$ cat config.mk
export PLATFORM = sky130hd
export DESIGN_NAME = camera_ray_gen
export DESIGN_NICKNAME = d
export VERILOG_FILES = /design/src/rtl/camera_ray_gen_pkg.sv /design/src/rtl/camera_ray_gen_pix_counter.sv /design/src/rtl/camera_ray_gen.sv
export SDC_FILE = /design/constraint.sdc
export NUM_CORES = 1
export LEC_CHECK = 0
export CAP_MARGIN = 20
export CELL_PAD_IN_SITES_DETAIL_PLACEMENT = 1
export CELL_PAD_IN_SITES_GLOBAL_PLACEMENT = 2
export CORE_MARGIN = 8
export CORE_UTILIZATION = 28
export CTS_CLUSTER_DIAMETER = 120
export DETAILED_ROUTE_END_ITERATION = 8
export PLACE_DENSITY_LB_ADDON = 0.2
export SLEW_MARGIN = 20
export SYNTH_ARGS = -nofsm -noshare
export SYNTH_HDL_FRONTEND = slang
export SYNTH_SLANG_ARGS = --single-unit
$ cat constraint.sdc
create_clock -name clk -period 3.5 [get_ports clk]
set_clock_uncertainty 0.05 [all_clocks]
set_input_delay 0.875 -clock clk [delete_from_list [all_inputs] [get_ports clk]]
set_output_delay 0.875 -clock clk [all_outputs]
set_load 0.02 [all_outputs]
$ cat src/rtl/camera_ray_gen_pkg.sv
// Shared point/vec3/ray payload types (Q12.12 in 24-bit fields) and vector helpers
// used by the primary-ray generator.
package camera_ray_gen_pkg;

  localparam int unsigned COORD_W   = 24;
  localparam int unsigned FRAC_BITS = 12;
  localparam int unsigned PIX_W     = 12;

  typedef struct packed {
    logic [COORD_W-1:0] x;
    logic [COORD_W-1:0] y;
    logic [COORD_W-1:0] z;
  } point;

  typedef struct packed {
    logic [COORD_W-1:0] x;
    logic [COORD_W-1:0] y;
    logic [COORD_W-1:0] z;
  } vec3;

  typedef struct packed {
    point orig;
    vec3  dir;
  } ray;

  typedef enum logic {
    RG_IDLE = 1'b0,
    RG_RUN  = 1'b1
  } ray_gen_state_t;

  // Component-wise add, two's-complement wrap at COORD_W bits
  function automatic vec3 vec3_add(input vec3 a, input vec3 b);
    vec3 r;
    r.x = a.x + b.x;
    r.y = a.y + b.y;
    r.z = a.z + b.z;
    return r;
  endfunction

  // Displacement from b to a, two's-complement wrap at COORD_W bits
  function automatic vec3 vec3_sub(input point a, input point b);
    vec3 r;
    r.x = a.x - b.x;
    r.y = a.y - b.y;
    r.z = a.z - b.z;
    return r;
  endfunction

endpackage

$ cat src/rtl/camera_ray_gen_pix_counter.sv
// Raster x/y pixel counters with registered last-pixel flag.
// row_wrap_c flags that the current pixel is the final column of its row.
import camera_ray_gen_pkg::*;

module camera_pix_counter #(
  parameter int unsigned H_RES = 640,
  parameter int unsigned V_RES = 480
) (
  input  logic             clk,
  input  logic             rst,
  input  logic             clear,
  input  logic             advance,
  output logic [PIX_W-1:0] x,
  output logic [PIX_W-1:0] y,
  output logic             last,
  output logic             row_wrap_c
);

  logic [PIX_W-1:0] x_nxt;
  logic [PIX_W-1:0] y_nxt;

  assign row_wrap_c = (x == PIX_W'(H_RES - 1));

  // Next raster position
  always_comb begin
    x_nxt = x + PIX_W'(1);
    y_nxt = y;
    if (row_wrap_c) begin
      x_nxt = '0;
      y_nxt = y + PIX_W'(1);
    end
  end

  // Counter state; last is precomputed so it lines up with the pixel it describes
  always_ff @(posedge clk) begin
    if (rst) begin
      x    <= '0;
      y    <= '0;
      last <= 1'b0;
    end else if (clear) begin
      x    <= '0;
      y    <= '0;
      last <= (H_RES == 1) && (V_RES == 1);
    end else if (advance) begin
      x    <= x_nxt;
      y    <= y_nxt;
      last <= (x_nxt == PIX_W'(H_RES - 1)) && (y_nxt == PIX_W'(V_RES - 1));
    end
  end

endmodule

$ cat src/rtl/camera_ray_gen.sv
// Primary-ray generator: one ray per pixel in raster order, direction built
// incrementally from corner-origin plus du/dv steps.
// Optional stall counter port enabled by CAMERA_RAY_GEN_STALL_CNT_EN.
import camera_ray_gen_pkg::*;

module camera_ray_gen #(
  parameter int unsigned H_RES = 640,
  parameter int unsigned V_RES = 480
) (
  input  logic             clk,
  input  logic             rst,
  input  logic             start,
  input  point             cfg_origin,
  input  point             cfg_corner,
  input  vec3              cfg_du,
  input  vec3              cfg_dv,
  output logic             busy,
  output logic             done,
  output ray               ray_out,
  output logic [PIX_W-1:0] ray_pix_x,
  output logic [PIX_W-1:0] ray_pix_y,
  output logic             ray_last,
  output logic             ray_valid,
`ifdef CAMERA_RAY_GEN_STALL_CNT_EN
  output logic [31:0]      stall_cnt,
`endif
  input  logic             ray_ready
);

  ray_gen_state_t state;
  vec3            du_q;
  vec3            dv_q;
  vec3            row_base;
  logic           xfer;
  logic           start_ok;
  logic           row_wrap_c;

  assign xfer     = ray_valid & ray_ready;
  assign start_ok = start & (state == RG_IDLE);

  camera_pix_counter #(
    .H_RES (H_RES),
    .V_RES (V_RES)
  ) u_pix_counter (
    .clk        (clk),
    .rst        (rst),
    .clear      (start_ok),
    .advance    (xfer & ~ray_last),
    .x          (ray_pix_x),
    .y          (ray_pix_y),
    .last       (ray_last),
    .row_wrap_c (row_wrap_c)
  );

  // Frame FSM, config latches and direction accumulators; ray_out.dir is the live accumulator
  always_ff @(posedge clk) begin
    if (rst) begin
      state     <= RG_IDLE;
      du_q      <= '0;
      dv_q      <= '0;
      row_base  <= '0;
      ray_out   <= '0;
      ray_valid <= 1'b0;
      busy      <= 1'b0;
      done      <= 1'b0;
    end else begin
      done <= 1'b0;
      case (state)
        RG_IDLE: begin
          if (start) begin
            du_q         <= cfg_du;
            dv_q         <= cfg_dv;
            row_base     <= vec3_sub(cfg_corner, cfg_origin);
            ray_out.orig <= cfg_origin;
            ray_out.dir  <= vec3_sub(cfg_corner, cfg_origin);
            ray_valid    <= 1'b1;
            busy         <= 1'b1;
            state        <= RG_RUN;
          end
        end
        RG_RUN: begin
          if (xfer) begin
            if (ray_last) begin
              ray_valid <= 1'b0;
              busy      <= 1'b0;
              done      <= 1'b1;
              state     <= RG_IDLE;
            end else if (row_wrap_c) begin
              row_base    <= vec3_add(row_base, dv_q);
              ray_out.dir <= vec3_add(row_base, dv_q);
            end else begin
              ray_out.dir <= vec3_add(ray_out.dir, du_q);
            end
          end
        end
        default: state <= RG_IDLE;
      endcase
    end
  end

`ifdef CAMERA_RAY_GEN_STALL_CNT_EN
  // Cycles spent holding a valid ray that downstream has not taken
  always_ff @(posedge clk) begin
    if (rst) begin
      stall_cnt <= '0;
    end else if (start_ok) begin
      stall_cnt <= '0;
    end else if (ray_valid & ~ray_ready) begin
      stall_cnt <= stall_cnt + 32'd1;
    end
  end
`endif

endmodule

==> impl_metrics.yaml <==
sta:
  maxSlewViolCount: 0
  finalSetupViolations: 0
  timing.final.crit_share_pct: 96.03
  fmax_mhz: 297.5
  period_needed_ps: 3361
  tightest_slew_ps: 767.2
  hold_viol: 0
  worst_slack_ps: 138.9
  slew_headroom_pct: 48.86
clocking:
  clk_pin_slew_ps: 50
  cts.sinks: 388
  numCtsBuffers: 53
  cts_buffer_depth: 3
  ctsRootBufferMaster: "clkbuf_16"
  cts_tree: "yes"
  htreeDepth: 2
  clkLatencyLatePin_ps: 630
  cts_hold_buf: 0
synth:
  yosysMostFrequentCell: "nand2_1"
  ys_seq_area_share_pct: 30.81
  synth.distinct_cells: 95
  ys_warn_count: 0
  synth_flop_cell: "dfxtp_1"
  synth_nets: 3814
  synth_cells: 3304
  synth_top_area_cell: "dfxtp_1"
  synth_area_um2: 25210
  synth_common_cells: "nand2_1, a21oi_1, dfxtp_1"
  synth_edf_count: 0
  yosysTopAreaCellShare_pct: 30.81
  postSynth.asyncResetShare_pct: 0
  synth-seq-cells: 388
  avgSynthCellArea_um2: 7.630
  synthTopCellsByArea: "dfxtp_1, ha_1, nand2_1"
job:
  max-cap-violations: 0
worst_setup_path:
  crit_fanout: 2
  crit_chain: "clkdlybuf4s50_1 -> ha_1 -> fa_1 -> nor2b_2 -> o2111ai_2 -> a31oi_4 -> a311oi_2 -> buf_4 -> o31ai_2 -> xnor2_1 -> a21oi_1 -> or3_1 -> o41ai_1"
  cp-start-kind: "primary input"
  r2r_start: "ray_out[24]"
  max_stage_delay_ps: 450
  arrival_ps: 3830
  cp_top_family: "compound AO/OA/AOI/OAI gates"
  r2r_end: "ray_out[44]"
  reg2reg_depth: 11
  cp.required_ps: 3960
  critPathSlowestCell: "clkdlybuf4s50_1"
  critPathKind: "primary input to flop"
  crit_path_end_kind: "flop"
  reg2reg_setup_slack_ps: 250
  critPathBufInv: 2
hold_path:
  hold_path_depth: 2
  min_path_type: "flop to flop"
  min_from: "ray_out[116]"
  hold_end: "ray_out[116]"
power:
  power_density_nw_per_um2: 450.7
  peakVddDrop_mv: 0.3546
  p_leak_nw: 14.69
global_routing:
  grt_pass1_vias: 27870
  grt_pass1_wl_um: 172200
  grt_remaining_overflow: 0
  grt_use_total_pct: 22.50
  antenna_found_initial: 10
  grt_max_degree: 100
place:
  hpwlAfterDp_um: 92950
  port_buffers: 463
  place_ws_ps: -703.7
  gp_congestion: 0.9215
detailed_routing:
  wl_um: 116300
  drc_errors: 0
  avgViaCountPerCell: 5.114
  route.vias.total: 26400
  wl_per_cell_um: 22.52
  first_iter_violations: 1131
  drt-pass1-iter-count: 4
  ant_nets: 0
layout:
  finish.utilization_pct: 39.10
  drive_above_1_share_pct: 11.27
  final_nets: 4441
  fillers: 10680
  syn_to_final_growth_pct: 38.94
floorplan:
  row_count: 110
  num_io_pins: 464
  die_w_um: 316.1
  initial_core_util_pct: 28.14
  die_h_um: 316.1
  core_area_um2: 89600
  dieArea_um2: 99890
status:
  status: "finished clean"
==> where the power goes <==
| part | switching, mW | total [mW] | internal, mW |
|---|---|---|---|
| clock | 2.29 | 6.06 | 3.77 |
| combinational | 2.60 | 4.64 | 2.04 |
| sequential | 0.318 | 5.09 | 4.77 |
| total | 5.20 | 15.8 | 10.6 |
==> state kept, by name, indices dropped and copies added (netlist names), 12 cells and up <==
signal           count
du_q                72
dv_q                72
ray_out            144
row_base            72
u_pix_counter.x     12
u_pix_counter.y     12
==> final cells by class <==
cell class                      instances  area (µm²)  share of cell area [%]
Multi-Input combinational cell       2631       16460                   47.00
Sequential cell                       388        7771                   22.19
Timing Repair Buffer                  737        6909                   19.72
Clock buffer                           82        1668                   4.761
Tap cell                             1176        1471                   4.201
Inverter                              120       450.4                   1.286
Clock inverter                         17       269.0                  0.7680
Antenna cell                           11       27.53                 0.07858
==> through the flow <==
stage	power, mW	setup TNS (ps)	hold WS, ps	area [µm²]	instances
after detailed placement	9.845	-33790	398.0	32930	5052
after floorplan	7.560	0	385.6	25210	3304
after CTS	16.02	0	406.0	34880	5151
after global routing	16.57	-25.35	420.2	35020	5160
after global placement	9.809	-29840	391.1	32930	5052
final	15.79	0	402.6	35030	5162
==> cell families after synthesis <==
group           synth area share [%]
compound gates                 27.14
xor+xnor                       6.794
fa+ha+maj                      11.09
buf+inv                        4.551
flops                          30.81
mux                           0.4417
simple gates                   19.18
==> per-layer routing <==
layer  vias to the layer above  routed length [µm]  global-route usage (%)
met3                       159                4610                   3.844
met4                         0                4268                   8.150
li1                      12990                   -                       -
met5                         -                   0                       0
met2                       426               62460                   44.01
met1                     12830               44920                   23.86
==> placed cells by master (no fill, tap or decap), drive strengths merged, types with 20 or more instances in the layout <==
| cell type | count |
|---|---|
| o21bai | 26 |
| ha | 209 |
| nand2 | 629 |
| and3 | 26 |
| buf | 275 |
| clkbuf | 82 |
| xor2 | 74 |
| a21oi | 440 |
| a211oi | 94 |
| nor2 | 266 |
| nand4 | 21 |
| nand2b | 20 |
| o21a | 40 |
| o211ai | 27 |
| nor3 | 51 |
| a31oi | 35 |
| inv | 121 |
| nand3 | 53 |
| dfxtp | 388 |
| a21o | 89 |
| xnor2 | 119 |
| o21ai | 145 |
| clkdlybuf4s50 | 462 |
| o31ai | 23 |
==> timing repair <==
action	in CTS	in global routing
setup endpoints to repair	1	29
pin swaps	0	13
setup buffers	0	0
resized for setup	2	25
==> worst max path at each step <==
stage              startpoint            to  slack, ps  cells after the start
2_1_floorplan  cfg_corner[24]   ray_out[44]        150                     12
3_3_place_gp   cfg_origin[48]  row_base[68]       -640                     13
3_5_place_dp   cfg_origin[48]  row_base[68]       -700                     13
4_1_cts        cfg_origin[24]   ray_out[44]         30                     12
5_1_grt        cfg_corner[24]   ray_out[46]        -20                     12
6_report       cfg_origin[24]   ray_out[42]        140                     13
==> worst min-delay path: stages (launching register included) <==
cell,delay [ps]
dfxtp_1,300
nand2_1,50
a21oi_1,50
Note: power is estimated with default switching activity, not from simulation.
